===== src/rtl/id_ex_stage.sv =====
// ID/EX pipeline register with load-use hazard detection, branch flush and external hold; optional STALL_COUNT_EN bubble counter.
// Latency: 1 cycle ID->EX. Backpressure: Hold freezes the register; Stall (combinational) freezes PC and IF/ID.
module id_ex_stage #(
    parameter int DATA_W = 32,
    parameter int REG_W  = 5
) (
    input  logic              clk,
    input  logic              rst,
    input  logic              RegDst,
    input  logic              ALUSrc,
    input  logic              MemtoReg,
    input  logic              RegWrite,
    input  logic              MemRead,
    input  logic              MemWrite,
    input  logic              Branch,
    input  logic              ALUOp1,
    input  logic              ALUOp0,
    input  logic [DATA_W-1:0] ReadData1,
    input  logic [DATA_W-1:0] ReadData2,
    input  logic [DATA_W-1:0] SignExtImm,
    input  logic [DATA_W-1:0] PCPlus4,
    input  logic [REG_W-1:0]  Rs,
    input  logic [REG_W-1:0]  Rt,
    input  logic [REG_W-1:0]  Rd,
    input  logic              Flush,
    input  logic              Hold,
    output logic              Stall,
    output logic              RegDst_EX,
    output logic              ALUSrc_EX,
    output logic              MemtoReg_EX,
    output logic              RegWrite_EX,
    output logic              MemRead_EX,
    output logic              MemWrite_EX,
    output logic              Branch_EX,
    output logic              ALUOp1_EX,
    output logic              ALUOp0_EX,
    output logic [DATA_W-1:0] ReadData1_EX,
    output logic [DATA_W-1:0] ReadData2_EX,
    output logic [DATA_W-1:0] SignExtImm_EX,
    output logic [DATA_W-1:0] PCPlus4_EX,
    output logic [REG_W-1:0]  Rs_EX,
    output logic [REG_W-1:0]  Rt_EX,
    output logic [REG_W-1:0]  Rd_EX,
    output logic [15:0]       StallCount
);

    typedef struct packed {
        logic              reg_dst;
        logic              alu_src;
        logic              memto_reg;
        logic              reg_write;
        logic              mem_read;
        logic              mem_write;
        logic              branch;
        logic              alu_op1;
        logic              alu_op0;
        logic [DATA_W-1:0] rd1;
        logic [DATA_W-1:0] rd2;
        logic [DATA_W-1:0] imm;
        logic [DATA_W-1:0] pc4;
        logic [REG_W-1:0]  rs;
        logic [REG_W-1:0]  rt;
        logic [REG_W-1:0]  rd;
    } ex_bundle_t;

    ex_bundle_t in_bundle;
    ex_bundle_t ex_d;
    ex_bundle_t ex_q;
    logic       haz;

    assign in_bundle = {RegDst, ALUSrc, MemtoReg, RegWrite, MemRead, MemWrite, Branch,
                        ALUOp1, ALUOp0, ReadData1, ReadData2, SignExtImm, PCPlus4, Rs, Rt, Rd};

    // $0 is never a real producer, so a load targeting it cannot cause a hazard.
    assign haz   = ex_q.mem_read & (ex_q.rt != '0) & ((ex_q.rt == Rs) | (ex_q.rt == Rt));
    assign Stall = haz & ~Flush & ~rst;

    always_comb begin
        ex_d = in_bundle;
        if (Flush) begin
            ex_d = '0;
        end else if (Hold) begin
            ex_d = ex_q;
        end else if (haz) begin
            ex_d = '0;
        end
    end

    always_ff @(posedge clk) begin
        if (rst) begin
            ex_q <= '0;
        end else begin
            ex_q <= ex_d;
        end
    end

    assign RegDst_EX     = ex_q.reg_dst;
    assign ALUSrc_EX     = ex_q.alu_src;
    assign MemtoReg_EX   = ex_q.memto_reg;
    assign RegWrite_EX   = ex_q.reg_write;
    assign MemRead_EX    = ex_q.mem_read;
    assign MemWrite_EX   = ex_q.mem_write;
    assign Branch_EX     = ex_q.branch;
    assign ALUOp1_EX     = ex_q.alu_op1;
    assign ALUOp0_EX     = ex_q.alu_op0;
    assign ReadData1_EX  = ex_q.rd1;
    assign ReadData2_EX  = ex_q.rd2;
    assign SignExtImm_EX = ex_q.imm;
    assign PCPlus4_EX    = ex_q.pc4;
    assign Rs_EX         = ex_q.rs;
    assign Rt_EX         = ex_q.rt;
    assign Rd_EX         = ex_q.rd;

`ifdef STALL_COUNT_EN
    logic [15:0] stall_cnt_q;
    logic [15:0] stall_cnt_d;
    logic        haz_bubble;

    // Only bubbles actually loaded because of the hazard count; Flush and Hold take priority.
    assign haz_bubble = haz & ~Flush & ~Hold;

    always_comb begin
        stall_cnt_d = stall_cnt_q;
        if (haz_bubble && (stall_cnt_q != 16'hFFFF)) begin
            stall_cnt_d = stall_cnt_q + 16'd1;
        end
    end

    always_ff @(posedge clk) begin
        if (rst) begin
            stall_cnt_q <= '0;
        end else begin
            stall_cnt_q <= stall_cnt_d;
        end
    end

    assign StallCount = stall_cnt_q;
`else
    assign StallCount = '0;
`endif

endmodule


===== config.mk =====
export PLATFORM = sky130hd
export DESIGN_NAME = id_ex_stage
export DESIGN_NICKNAME = d
export VERILOG_FILES = /design/src/rtl/id_ex_stage.sv
export SDC_FILE = /design/constraint.sdc
export NUM_CORES = 1
export LEC_CHECK = 0
export ABC_AREA = 1
export CORE_ASPECT_RATIO = 0.8
export CORE_MARGIN = 2
export CORE_UTILIZATION = 39
export CTS_CLUSTER_DIAMETER = 50
export CTS_CLUSTER_SIZE = 8
export DETAILED_ROUTE_END_ITERATION = 8
export PLACE_DENSITY = 0.81
export SLEW_MARGIN = 20
export SYNTH_ARGS = -nofsm -noshare
export SYNTH_HDL_FRONTEND = slang
export SYNTH_SLANG_ARGS = --single-unit

===== constraint.sdc =====
create_clock -name clk -period 1.8 [get_ports clk]
set_input_delay 0.27 -clock clk [delete_from_list [all_inputs] [get_ports clk]]
set_output_delay 0.27 -clock clk [all_outputs]
set_load 0.05 [all_outputs]

==> flow_summary.toml, run 1 <==
[run_status]
status = "complete, but fails checks"
violations = "setup timing"

[layout]
layout-drive-gt1-share_pct = 13.96
antenna-diode-count = 0
final_cell_mix = "nand2_1 (164), clkdlybuf4s50_1 (155), o21ai_0 (152)"
num-nets-final = 1189
design_area_um2 = 9629
post-route-util_pct = 64.78
area_delta_synth_final_pct = 64.48
layout_commonest_cell = "nand2_1"

[placed_design]
preCtsSetupSlack_ns = -0.1682
gp_congestion = 0.8325
placed_area_um2 = 9041
io_buffers = 308
post-dp-hpwl_um = 12630

[clock_tree]
clk-insertion-delay-late_ns = 0.42
cts_sinks = 152
cts_tree = "done"
cts_hold_buf = 0
numCtsBuffers = 17
clock_path_buffers = 2
clk_pin_slew_ns = 0.07
htreeDepth = 4
cts_root_buf = "clkbuf_16"

[worst_setup_path]
r2r_slack_ns = 0.13
r2r-end = "SignExtImm_EX[17]$_SDFFE_PP0N_"
crit_arrival_ns = 1.65
critical_path.most_common_cell = "nand2_1"
cp-start-kind = "primary input"
crit_path_max_incr_delay_ns = 0.50
reg2regPathDepth = 11
r2r_start = "Rt_EX[3]$_SDFFE_PP0N_"
path_cells = "clkdlybuf4s50_1, inv_1, nand2_1, nand2_1, nor2_1, nand3_1, nand2_2, nand2_4, nor3_4, buf_12"
crit_slowest_cell = "clkdlybuf4s50_1"
endpoint_kind = "output port"
criticalPathCategory = "primary input to output port"
required_ns = 1.53
worst-path-max-fanout = 3

[yosys]
ys_async_sr_fraction_pct = 0
synth_edf_count = 0
yosys-mux-area-fraction_pct = 0
syn_area_um2 = 5854
synthDominantCellAreaShare_pct = 51.98
synthFlopType = "dfxtp_1"
synth-adder-area-share_pct = 0
synth-compound-area-share_pct = 26.72
synth_cell_types = 20
yosys_register_bits = 152
synth_top_family_by_area = "compound AO/OA/AOI/OAI gates"
avgSynthCellArea_um2 = 7.890
seq_area_frac_synth_pct = 51.98
synthTopCellsByArea = "dfxtp_1 (52%), o21ai_0 (13%), a21oi_1 (12%), nand2_1 (11%), clkbuf_1 (3.1%)"
yosysWarnings = 0
yosysTopAreaCell = "dfxtp_1"
netlist_instances = 742
synth-xor-area-share_pct = 0.2992
synth_simple_gate_area_share_pct = 12.61

[floorplan]
rows = 40
initial_core_util_pct = 39.39
dieWidth_um = 141.0
die_area_um2 = 16010
fp.coreArea_um2 = 14860
fp.dieH_um = 113.6
ios = 325

[sta]
setup-violations-final = 1
fmax_ghz = 0.5203
drv_slew = 0
worst_slack_ns = -0.1221
finalClockSkew_ns = 0.01027
timing.final.crit_share_pct = 106.8
final.setup.tns_ns = -0.1221
post-route-min-period_ns = 1.922
rsz0062_at_grt = "true"
worstMarginPinSlew_ns = 0.5328
relSlewSlack_pct = 64.62
hold_viol = 0

[global_routing]
grt_first_pass_wirelength_um = 28390
grt.overflow.total = 0
grt_max_degree = 67
grtUsageTotal_pct = 22.06
first_global_vias = 5634
antenna_found_initial = 0

[run]
drv_cap = 0

[hold_path]
holdCritStartpoint = "PCPlus4[15]"
min_delay_worst_endpoint = "PCPlus4_EX[15]$_SDFFE_PP0N_"
whs_path_depth = 3
min_path_type = "primary input to flop"

[pwr]
max-vdd-ir-drop_mv = 0.5966
powerDensity_nw_per_um2 = 916.9
leakage_nw = 4.664
power.total_mw = 8.829

[detailed_routing]
post_drt_wl_per_cell_um = 14.78
first_pass_iters = 4
drt-initial-drc-count = 284
drc_errors = 0
vias = 5973
ant_nets = 0
finalWirelength_um = 18260
via_per_inst = 4.836
-- registers in the layout (all words and copies together) (netlist names) --
signal / flops
RegWrite_EX: 1
ALUOp0_EX: 1
MemtoReg_EX: 1
ReadData2_EX: 32
ALUOp1_EX: 1
Rs_EX: 5
MemWrite_EX: 1
ReadData1_EX: 32
ALUSrc_EX: 1
PCPlus4_EX: 32
Branch_EX: 1
SignExtImm_EX: 32
Rt_EX: 5
Rd_EX: 5
MemRead_EX: 1
RegDst_EX: 1
-- worst max-delay path, delay by kind of cell --
family,cells,cell delay [ns]
buf+inv,3,0.73
simple gates,7,0.66
-- layout make-up --
class                           count  area (um2)
Tap cell                          189       236.5
Clock buffer                       21       481.7
Sequential cell                   152        3060
Clock inverter                     11       133.9
Inverter                           14       60.06
Fill cell                        1308        5235
Timing Repair Buffer              338        3247
Multi-Input combinational cell    510        2410
-- synthesized netlist by cell type, types with 3 or more instances --
cell	instances
o21ai_0	153
nand2_2	11
buf_6	8
nor2_1	6
inv_2	3
a21oi_2	10
buf_2	9
buf_4	16
a21oi_1	142
clkbuf_1	48
inv_1	10
nand2_1	165
dfxtp_1	152
-- stage by stage --
step	hold WS, ns	instances
6_report	0.3956	1235
5_1_grt	0.3942	1235
4_1_cts	0.3779	1233
3_5_place_dp	0.5239	1198
3_3_place_gp	0.5169	1198
2_1_floorplan	0.4019	757
-- how the worst max path moves through the flow --
stage,slack [ns],endpoint,from,cells after the start
floorplan,0.006,Stall,Rt_EX[0]$_SDFFE_PP0N_,9
global placement,-0.16,Stall,Rs[2],10
detailed placement,-0.17,PCPlus4_EX[24]$_SDFFE_PP0N_,Rs[2],12
CTS,-0.12,Stall,Rt_EX[3]$_SDFFE_PP0N_,9
global route,-0.21,Stall,Rt_EX[1]$_SDFFE_PP0N_,9
finish,-0.12,Stall,Rt[3],10
-- routing by layer --
metal  routed length, um  track usage, %  part of all wire [%]  vias to the layer above
met5                   0               0                     0                        -
met1                7580           26.71                    42                     2700
met3                1299           7.053                   7.1                       32
met4                 477           9.067                   2.6                        0
met2                8899           36.62                    49                      215
li1                    -               -                     -                     3026
-- report_power, final --
| part | total [mW] | internal [mW] | switching (mW) |
|---|---|---|---|
| combinational | 1.60 | 0.608 | 0.989 |
| clock | 3.65 | 2.22 | 1.44 |
| sequential | 3.58 | 3.51 | 0.0714 |
| total | 8.83 | 6.33 | 2.50 |
-- logic make-up (layout without fill, tap and decap cells) --
kind of cell,Yosys count,count (layout)
DFF,152,152
buffers and inverters,95,384
and+or+nand+nor,187,187
other,1,16
AOI/OAI and AO/OA,305,305
xor gates and xnor gates,2,2
-- what timing repair did --
| action | CTS | global route |
|---|---|---|
| cloned | 0 | 2 |
| pin swaps | 7 | 0 |
| resized for setup | 106 | 8 |
| setup buffers | 3 | 0 |
| setup endpoints to repair | 105 | 81 |
No activity file was read; power rests on OpenSTA's default activity.
==> run 2: changes to the inputs <==
Settings changed: CORE_UTILIZATION 39 to 35, PLACE_DENSITY 0.81 to 0.77, SETUP_SLACK_MARGIN from default to 0.05.
Clock period 1.8 ns to 1.6 ns, I/O delays scaled along.
==> run 2 against run 1 <==
- first-iteration DRC count up 6.0%
- total power up 12%
- the run still ends with setup timing left
- routed wire length up 12%
- non-clock buffer count up 20
- combinational power up 27%
- count of clock-buffer cells in the layout down 2
- final cell count up 4.1%
- global-route usage down 1.6 points
- critical path depth unchanged
- clock skew down 0.0012 ns
==> flow_summary.toml, run 2 (synthesis gave the netlist of run 1 again) <==
[global_routing]
grtUsageTotal_pct = 20.47
grt.overflow.total = 0
antenna_found_initial = 0
grt_max_degree = 60
grt_first_pass_wirelength_um = 29230
first_global_vias = 5745

[clock_tree]
clk_pin_slew_ns = 0.06
htreeDepth = 4
clk-insertion-delay-late_ns = 0.42
cts_root_buf = "clkbuf_16"
numCtsBuffers = 17
cts_sinks = 152
clock_path_buffers = 2
cts_tree = "done"

[worst_setup_path]
crit_family = "buffers and inverters"
required_ns = 1.36
path_buf_inv = 3
crit_arrival_ns = 1.64
criticalPathCategory = "primary input to output port"
critical_path.most_common_cell = "nand2_1"
crit_slowest_cell = "clkdlybuf4s50_1"
cp-start-kind = "primary input"
worst-path-max-fanout = 3
crit_path_max_incr_delay_ns = 0.57
path_cells = "clkdlybuf4s50_1, inv_1, nand2_1, nand2_1, nor2_1, nand3_1, nand2_2, nand2_4, nor3_4, buf_12"
endpoint_kind = "output port"

[sta]
worst_slack_ns = -0.2810
rsz0062_at_grt = "true"
worst_hold_slack_ns = 0.1640
drv_slew = 0
post-route-min-period_ns = 1.881
timing.final.crit_share_pct = 117.6
finalClockSkew_ns = 0.009077
setup-violations-final = 56
hold_viol = 0
fmax_ghz = 0.5316

[detailed_routing]
via_per_inst = 4.920
first_pass_iters = 5
vias = 6327
finalWirelength_um = 20440
drt-initial-drc-count = 301
drc_errors = 0
post_drt_wl_per_cell_um = 15.89
ant_nets = 0

[hold_path]
min_path_type = "primary input to flop"

[run_status]
status = "complete, but fails checks"
violations = "setup timing"

[placed_design]
preCtsSetupSlack_ns = -0.4002
io_buffers = 308
gp_congestion = 0.8140
post-dp-hpwl_um = 12780

[pwr]
powerDensity_nw_per_um2 = 938.0
leakage_nw = 4.636
power.total_mw = 9.865
max-vdd-ir-drop_mv = 0.6548

[floorplan]
die_area_um2 = 17780
fp.coreArea_um2 = 16450
fp.dieH_um = 119.7
rows = 42
dieWidth_um = 148.6
ios = 325
initial_core_util_pct = 35.59

[layout]
fillers = 1346
layout-drive-gt1-share_pct = 37.34
num-nets-final = 1209
final_cell_mix = "buf_4 (166), clkdlybuf4s50_1 (154), o21ai_0 (152)"
register_area_um2 = 3063
multi_input_comb_area_um2 = 3073
antenna-diode-count = 0
area_delta_synth_final_pct = 79.63
layout_commonest_cell = "buf_4"

[run]
drv_cap = 0
## run 2: stage by stage
stage	util [%]	area (um2)	instances	TNS, ns
after floorplan	-	5948	757	-0.1558
final	63.94	10520	1286	-6.201
after global placement	54.18	8912	1236	-39.14
after global routing	63.94	10520	1286	-17.31
after detailed placement	54.18	8912	1236	-46.23
after CTS	59.04	9712	1283	-19.06
## run 2: what timing repair did
| item | in CTS | in global routing |
|---|---|---|
| pin swaps | 6 | 2 |
| setup endpoints to repair | 65 | 153 |
| cloned | 3 | 3 |
| buffers inserted | 12 | 3 |
| gates resized for setup | 16 | 205 |
| hold buffers | 0 | 0 |
## run 2: where the power goes
part / switching (mW) / internal, mW / total (mW)
Clock: 1.73 / 2.07 / 3.80
Combinational: 1.22 / 0.803 / 2.03
Sequential: 0.0910 / 3.94 / 4.03
## run 2: worst paths after layout
| kind | startpoint | to | slack (ns) | cells after the start |
|---|---|---|---|---|
| max | Rt[2] | Stall | -0.28 | 10 |
| min | Rs[1] | Rs_EX[1]$_SDFFE_PP0N_ | 0.16 | 3 |
| min reg2reg | ReadData2_EX[11]$_SDFFE_PP0N_ | ReadData2_EX[11]$_SDFFE_PP0N_ | 0.54 | 2 |
| max reg2reg | Rt_EX[1]$_SDFFE_PP0N_ | SignExtImm_EX[4]$_SDFFE_PP0N_ | -0.16 | 13 |
## run 2: metal layers
metal	up-vias	global-route usage, %	share of wire, %
met4	0	7.083	2.1
met5	-	0	0
met1	2962	25.61	41
met3	33	6.502	8.4
li1	3076	-	-
met2	256	33.36	48
## run 2: worst min-delay path: cells and delay by family
family          cells  cell delay [ns]
compound gates      1             0.04
simple gates        1             0.08
buf+inv             1             0.17
## run 2: layout make-up
class / instances / area share [%]
sequential: 152 / 29.13
clock inverter: 13 / 1.035
multi-input combinational: 510 / 29.22
tap: 220 / 2.617
clock buffer: 19 / 4.212
inverter: 14 / 0.5711
timing repair buffer: 358 / 33.22
==> run 3: changes to the inputs <==
Settings changed: CAP_MARGIN from default to 15.
==> results of run 3 <==
The final DEF is identical to that of run 2; final timing and power are the same.
